File: src/rtl/lsu_pkg.sv
// rtl/lsu_pkg.sv - shared funct3 encodings, FSM state encoding and word-index width for the load/store unit
package lsu_pkg;

   // Word index into the attached data memory (32 words)
   localparam int IDX_W = 5;

   // RV32I load/store funct3 encodings
   localparam logic [2:0] F3_B  = 3'b000;
   localparam logic [2:0] F3_H  = 3'b001;
   localparam logic [2:0] F3_W  = 3'b010;
   localparam logic [2:0] F3_BU = 3'b100;
   localparam logic [2:0] F3_HU = 3'b101;

   // Access size carried in funct3[1:0]
   localparam logic [1:0] SZ_B = 2'b00;
   localparam logic [1:0] SZ_H = 2'b01;
   localparam logic [1:0] SZ_W = 2'b10;

   // FSM state encoding
   localparam logic [1:0] ST_IDLE = 2'd0;
   localparam logic [1:0] ST_RD   = 2'd1;
   localparam logic [1:0] ST_WR   = 2'd2;
   localparam logic [1:0] ST_RESP = 2'd3;

   function automatic logic is_bad_funct3(input logic [2:0] f3);
      return !(f3 inside {F3_B, F3_H, F3_W, F3_BU, F3_HU});
   endfunction

endpackage

File: src/rtl/lsu_align.sv
// rtl/lsu_align.sv - combinational load lane select/extension and store lane merge
module lsu_align
   import lsu_pkg::*;
(
   input  logic [2:0]  funct3,
   input  logic [1:0]  byte_off,
   input  logic [31:0] word_in,
   input  logic [15:0] store_data,
   output logic [31:0] load_data,
   output logic [31:0] merge_data
);

   logic [7:0]  lane8;
   logic [15:0] lane16;
   logic [4:0]  sh;

   // Byte offset is already aligned to the access size, so it addresses the lane directly
   always_comb begin
      sh         = {byte_off, 3'b000};
      lane8      = word_in[sh +: 8];
      lane16     = word_in[{byte_off[1], 4'b0000} +: 16];
      load_data  = '0;
      merge_data = word_in;
      case (funct3[1:0])
         SZ_B: begin
            load_data  = {{24{~funct3[2] & lane8[7]}}, lane8};
            merge_data = (word_in & ~(32'h0000_00FF << sh)) | ({24'b0, store_data[7:0]} << sh);
         end
         SZ_H: begin
            load_data  = {{16{~funct3[2] & lane16[15]}}, lane16};
            merge_data = (word_in & ~(32'h0000_FFFF << sh)) | ({16'b0, store_data} << sh);
         end
         SZ_W: begin
            load_data  = word_in;
            merge_data = word_in;
         end
         default: begin
            load_data  = '0;
            merge_data = word_in;
         end
      endcase
   end

endmodule

File: src/rtl/load_store_unit.sv
// rtl/load_store_unit.sv - RV32I load/store FSM; define LSU_MISALIGN_TRAP_EN to fault misaligned half/word accesses
module load_store_unit
   import lsu_pkg::*;
#(
   parameter int MEM_WORDS = 32
) (
   input  logic             clk,
   input  logic             reset,
   input  logic             req_valid,
   output logic             req_ready,
   input  logic             req_we,
   input  logic [2:0]       req_funct3,
   input  logic [31:0]      req_addr,
   input  logic [31:0]      req_wdata,
   output logic             resp_valid,
   input  logic             resp_ready,
   output logic [31:0]      resp_rdata,
   output logic             resp_err,
   output logic [IDX_W-1:0] read_addr,
   output logic [IDX_W-1:0] write_addr,
   output logic [31:0]      write_data,
   output logic             sw,
   input  logic [31:0]      read_data
);

   logic [1:0]       state;
   logic [IDX_W-1:0] idx_q;
   logic [2:0]       f3_q;
   logic             we_q;
   logic [1:0]       off_q;
   logic [15:0]      wdata_q;

   logic [1:0]       req_size;
   logic [IDX_W-1:0] req_idx;
   logic [1:0]       req_off;
   logic             req_fault;
   logic [31:0]      load_data;
   logic [31:0]      merge_data;

   assign req_size = req_funct3[1:0];
   assign req_idx  = req_addr[6:2];

`ifdef LSU_MISALIGN_TRAP_EN
   logic req_misalign;
   assign req_misalign = (req_size == SZ_H && req_addr[0]) ||
                         (req_size == SZ_W && req_addr[1:0] != 2'b00);
   assign req_fault = is_bad_funct3(req_funct3) ||
                      (req_addr >= 32'(MEM_WORDS) * 32'd4) || req_misalign;
`else
   assign req_fault = is_bad_funct3(req_funct3) ||
                      (req_addr >= 32'(MEM_WORDS) * 32'd4);
`endif

   // Clear low address bits below the access size; a trapping build has already faulted these
   always_comb begin
      case (req_size)
         SZ_H:    req_off = {req_addr[1], 1'b0};
         SZ_W:    req_off = 2'b00;
         default: req_off = req_addr[1:0];
      endcase
   end

   lsu_align u_align (
      .funct3     (f3_q),
      .byte_off   (off_q),
      .word_in    (read_data),
      .store_data (wdata_q),
      .load_data  (load_data),
      .merge_data (merge_data)
   );

   assign req_ready  = (state == ST_IDLE);
   assign resp_valid = (state == ST_RESP);
   assign sw         = (state == ST_WR);
   assign write_addr = idx_q;
   // The memory read is one cycle deep, so the accept cycle already presents the incoming index
   assign read_addr  = (state == ST_IDLE && reset && req_valid && !req_fault) ? req_idx : idx_q;

   // Request capture, IDLE/RD/WR/RESP sequencing and response registers
   always_ff @(posedge clk) begin
      if (!reset) begin
         state      <= ST_IDLE;
         idx_q      <= '0;
         f3_q       <= '0;
         we_q       <= 1'b0;
         off_q      <= '0;
         wdata_q    <= '0;
         write_data <= '0;
         resp_rdata <= '0;
         resp_err   <= 1'b0;
      end else begin
         case (state)
            ST_IDLE: begin
               if (req_valid) begin
                  idx_q   <= req_idx;
                  f3_q    <= req_funct3;
                  we_q    <= req_we;
                  off_q   <= req_off;
                  wdata_q <= req_wdata[15:0];
                  if (req_fault) begin
                     state      <= ST_RESP;
                     resp_err   <= 1'b1;
                     resp_rdata <= '0;
                  end else if (req_we && req_size == SZ_W) begin
                     state      <= ST_WR;
                     write_data <= req_wdata;
                  end else begin
                     state <= ST_RD;
                  end
               end
            end
            ST_RD: begin
               if (we_q) begin
                  write_data <= merge_data;
                  state      <= ST_WR;
               end else begin
                  resp_rdata <= load_data;
                  resp_err   <= 1'b0;
                  state      <= ST_RESP;
               end
            end
            ST_WR: begin
               resp_rdata <= '0;
               resp_err   <= 1'b0;
               state      <= ST_RESP;
            end
            default: begin
               if (resp_ready) begin
                  resp_rdata <= '0;
                  resp_err   <= 1'b0;
                  state      <= ST_IDLE;
               end
            end
         endcase
      end
   end

endmodule

File: config.mk
export PLATFORM = sky130hd
export DESIGN_NAME = load_store_unit
export DESIGN_NICKNAME = d
export VERILOG_FILES = /design/src/rtl/lsu_pkg.sv /design/src/rtl/lsu_align.sv /design/src/rtl/load_store_unit.sv
export SDC_FILE = /design/constraint.sdc
export NUM_CORES = 1
export LEC_CHECK = 0
export CAP_MARGIN = 30
export CORE_ASPECT_RATIO = 1.25
export CORE_MARGIN = 2
export CORE_UTILIZATION = 40
export CTS_BUF_LIST = sky130_fd_sc_hd__clkbuf_8
export DETAILED_ROUTE_END_ITERATION = 6
export DONT_BUFFER_PORTS = 1
export SYNTH_ARGS = -nofsm -noshare
export SYNTH_HDL_FRONTEND = slang
export SYNTH_HIERARCHICAL = 1
export SYNTH_SLANG_ARGS = --single-unit
File: constraint.sdc
create_clock -name clk -period 2.7 [get_ports clk]
set_input_delay 0.405 -clock clk [delete_from_list [all_inputs] [get_ports clk]]
set_output_delay 0.405 -clock clk [all_outputs]
set_load 0.02 [all_outputs]
==> results.sh <==
export IMPL_avgSynthCellArea_um2=8.49
export IMPL_finalCriticalPeriod_ps=2590
export IMPL_met3_usage=0.0647
export IMPL_diodes=0
export IMPL_grt_use_met2=0.410
export IMPL_syn_nets=776
export IMPL_path_depth=5
export IMPL_swShare=0.441
export IMPL_ys_flop_type="dfxtp_1"
export IMPL_crit_path_cell_trace="or4_4 -> a2111oi_4 -> nand2_2 -> nor3_4 -> mux2_2"
export IMPL_gp_congestion=0.902
export IMPL_synth_edf_count=0
export IMPL_first_pass_iters=5
export IMPL_slew_viol_final=0
export IMPL_busiest_layer="met2"
export IMPL_finalCritPeriodShare=0.960
export IMPL_grt_overflow_total=0
export IMPL_timing_rr_start="state[0]"
export IMPL_pwr_share_seq=0.415
export IMPL_fin_tns_setup_ps=0
export IMPL_drive_gt1_frac=0.111
export IMPL_r2r_end="resp_rdata[21]"
export IMPL_cp_num_buf_inv=0
export IMPL_rsz0062_at_grt="false"
export IMPL_grtUsageTotal=0.247
export IMPL_cts_tree="done"
export IMPL_run_status="finished clean"
export IMPL_fp_dieArea_mm2=0.0150
export IMPL_crit_type="in2out"
export IMPL_worstPathArrival_ps=2190
export IMPL_finalHoldViolations=0
export IMPL_rrSetupSlack_ps=360
export IMPL_routed_wl_um=18800
export IMPL_fin_util=0.431
export IMPL_p_sw_w=0.00233
export IMPL_synth_warnings=6
export IMPL_max_stage_delay_ps=530
export IMPL_grt_pass1_vias=4998
export IMPL_p_int_w=0.00296
export IMPL_cts_root_buf="clkbuf_8"
export IMPL_ff2ff_path_depth=8
export IMPL_cp_top_family="simple AND/OR/NAND/NOR gates"
export IMPL_slew_headroom=0.537
export IMPL_p_clk_frac=0.189
export IMPL_synth_cell_types=57
export IMPL_whs_path_depth=2
export IMPL_crit_path_start_kind="primary input"
export IMPL_ir_drop_v=0.000547
export IMPL_skew_ps=11.0
export IMPL_maxCapViolCount=0
export IMPL_worstSetupEndpoint="read_addr[2]"
export IMPL_cts_buffers=9
export IMPL_num_nets_final=751
export IMPL_critPathSlowestCell="or4_4"
export IMPL_cts_sinks=94
export IMPL_drtIter0Drc=466
export IMPL_num_rows=48
export IMPL_wl_per_cell_um=23.0
export IMPL_vias=5213
export IMPL_startpoint="req_addr[19]"
export IMPL_p_leak_nw=2.57
export IMPL_core_area_mm2=0.0138
export IMPL_syn_area_mm2=0.00561
export IMPL_start_util=0.408
export IMPL_die_h_um=136
export IMPL_ys_async_sr_fraction=0
export IMPL_ys_seq_elements=94
export IMPL_vias_per_cell=6.39
export IMPL_clock_path_buffers=2
export IMPL_powerDensity_mw_per_mm2=891
export IMPL_grt_antenna_before_repair=0
export IMPL_combPwrFrac=0.396
export IMPL_fin_total_pwr_w=0.00529
export IMPL_cp_end_kind="primary output"
export IMPL_grt_max_degree=37
export IMPL_areaGrowthSynthToFinish_pct=5.78
export IMPL_die_w_um=110
export IMPL_max_freq_mhz=386
export IMPL_required_ps=2300
export IMPL_cts_reportedPaths_clkPinSlew_ps=100
export IMPL_setup_viol=0
export IMPL_io_pins=182
export IMPL_h_tree_depth=3
export IMPL_use_met1=0.288
export IMPL_yosysSeqAreaShare=0.335
export IMPL_hold_buffers=0
export IMPL_clkLatencyLatePin_ps=390
export IMPL_drcViolationCount=0
export IMPL_port_buffers=0
export IMPL_grt_pass1_wl_um=27900
export IMPL_synthCells=661
export IMPL_dp_hpwl_um=14300
export IMPL_worstPathMaxFanout=5
export IMPL_hold_class="in2reg"
export IMPL_worst_pin_slew_ps=692
export IMPL_route_antenna_remaining_nets=0
-- cells in the mapped netlist, types with 4 or more instances --
| library cell | instances | area, um2 |
|---|---|---|
| o21ai_0 | 27 | 135 |
| mux2i_1 | 41 | 410 |
| buf_1 | 4 | 15.0 |
| a21oi_1 | 52 | 260 |
| nand2b_1 | 7 | 43.8 |
| dfxtp_1 | 94 | 1880 |
| a221o_1 | 7 | 70.1 |
| nor2b_1 | 14 | 87.6 |
| clkbuf_1 | 27 | 101 |
| a211o_1 | 8 | 70.1 |
| mux2_2 | 17 | 191 |
| a221oi_1 | 14 | 123 |
| o211a_1 | 32 | 320 |
| nor2_1 | 12 | 45.0 |
| a22oi_1 | 14 | 105 |
| ha_1 | 11 | 138 |
| nand3_1 | 34 | 170 |
| inv_1 | 14 | 52.6 |
| buf_4 | 6 | 45.0 |
| buf_6 | 4 | 45.0 |
| and2_1 | 9 | 56.3 |
| a22o_1 | 40 | 350 |
| buf_2 | 18 | 90.1 |
| nand2_1 | 103 | 387 |
-- logic make-up (layout without fill, tap and decap cells) --
kind of cell	count (synthesis)	after routing	synth area share
AO/OA/AOI/OAI	225	225	0.302
adder cells (fa/ha/maj)	11	11	0.0245
buffers and inverters	75	55	0.0638
flip-flops	94	94	0.335
multiplexers	58	58	0.107
AND/OR/NAND/NOR	198	198	0.166
-- power by group through the flow --
stage | logic [W] | registers (W) | clock network (W)
6_report | 0.00210 | 0.00219 | 0.000998
5_1_grt | 0.00229 | 0.00223 | 0.00107
4_1_cts | 0.00208 | 0.00219 | 0.00103
3_5_place_dp | 0.00207 | 0.00223 | 0
3_3_place_gp | 0.00204 | 0.00222 | 0
2_1_floorplan | 0.00167 | 0.00212 | 0
-- metrics by stage --
stage	cells	hold slack [ps]	area, um2	setup slack [ps]
floorplan	661	444	5610	191
finish	816	130	5930	109
detailed placement	800	476	5720	48.1
CTS	816	114	5930	44.5
global route	816	111	5930	21.2
global placement	800	461	5720	69.4
-- registers in the layout (all words and copies together), names as in the netlist --
name        flops
resp_rdata     32
f3_q            3
write_addr      5
wdata_q        16
we_q            1
resp_err        1
write_data     32
off_q           2
state           2
-- cell usage in the layout, fill, tap and decap left out, types with 4 or more instances in the layout --
| master | instances |
|---|---|
| a22oi_1 | 14 |
| dfxtp_1 | 94 |
| nand2_1 | 101 |
| inv_1 | 14 |
| clkbuf_8 | 10 |
| nand3_1 | 34 |
| nand2b_1 | 7 |
| a211o_1 | 8 |
| o211a_1 | 32 |
| nor2_2 | 4 |
| a21oi_1 | 51 |
| nor2_1 | 11 |
| a221oi_1 | 14 |
| mux2i_1 | 41 |
| and2_1 | 9 |
| buf_4 | 24 |
| mux2_2 | 17 |
| a221o_1 | 7 |
| a22o_1 | 40 |
| o21ai_0 | 27 |
| nor2b_1 | 14 |
| ha_1 | 10 |
-- routing by layer --
| metal | wire (um) | vias up | share of wire |
|---|---|---|---|
| li1 | - | 2394 | - |
| met1 | 7140 | 2497 | 0.38 |
| met2 | 9060 | 281 | 0.48 |
| met3 | 1810 | 41 | 0.097 |
| met4 | 752 | 0 | 0.040 |
| met5 | 0 | - | 0 |
-- how the worst min path moves through the flow --
stage	from	to	slack [ps]
global placement	we_q	we_q	460
finish	req_addr[6]	write_addr[4]	130
detailed placement	we_q	we_q	480
CTS	req_addr[6]	write_addr[4]	110
floorplan	f3_q[2]	f3_q[2]	440
global route	reset	write_data[15]	110
-- cell type report --
cell class                 count  area, um2
timing repair buffer          24        180
clock inverter                 6       68.8
clock buffer                  10        138
fill                        1377       7820
inverter                      15       56.3
tap                          175        219
multi-input combinational    492       3390
sequential                    94       1880
-- timing repair --
action                     CTS  global route
setup buffers                0             0
setup endpoints to repair    5             5
pin swaps                    0             1
resized for setup            1             2
Power figures use the tool's default switching activity.
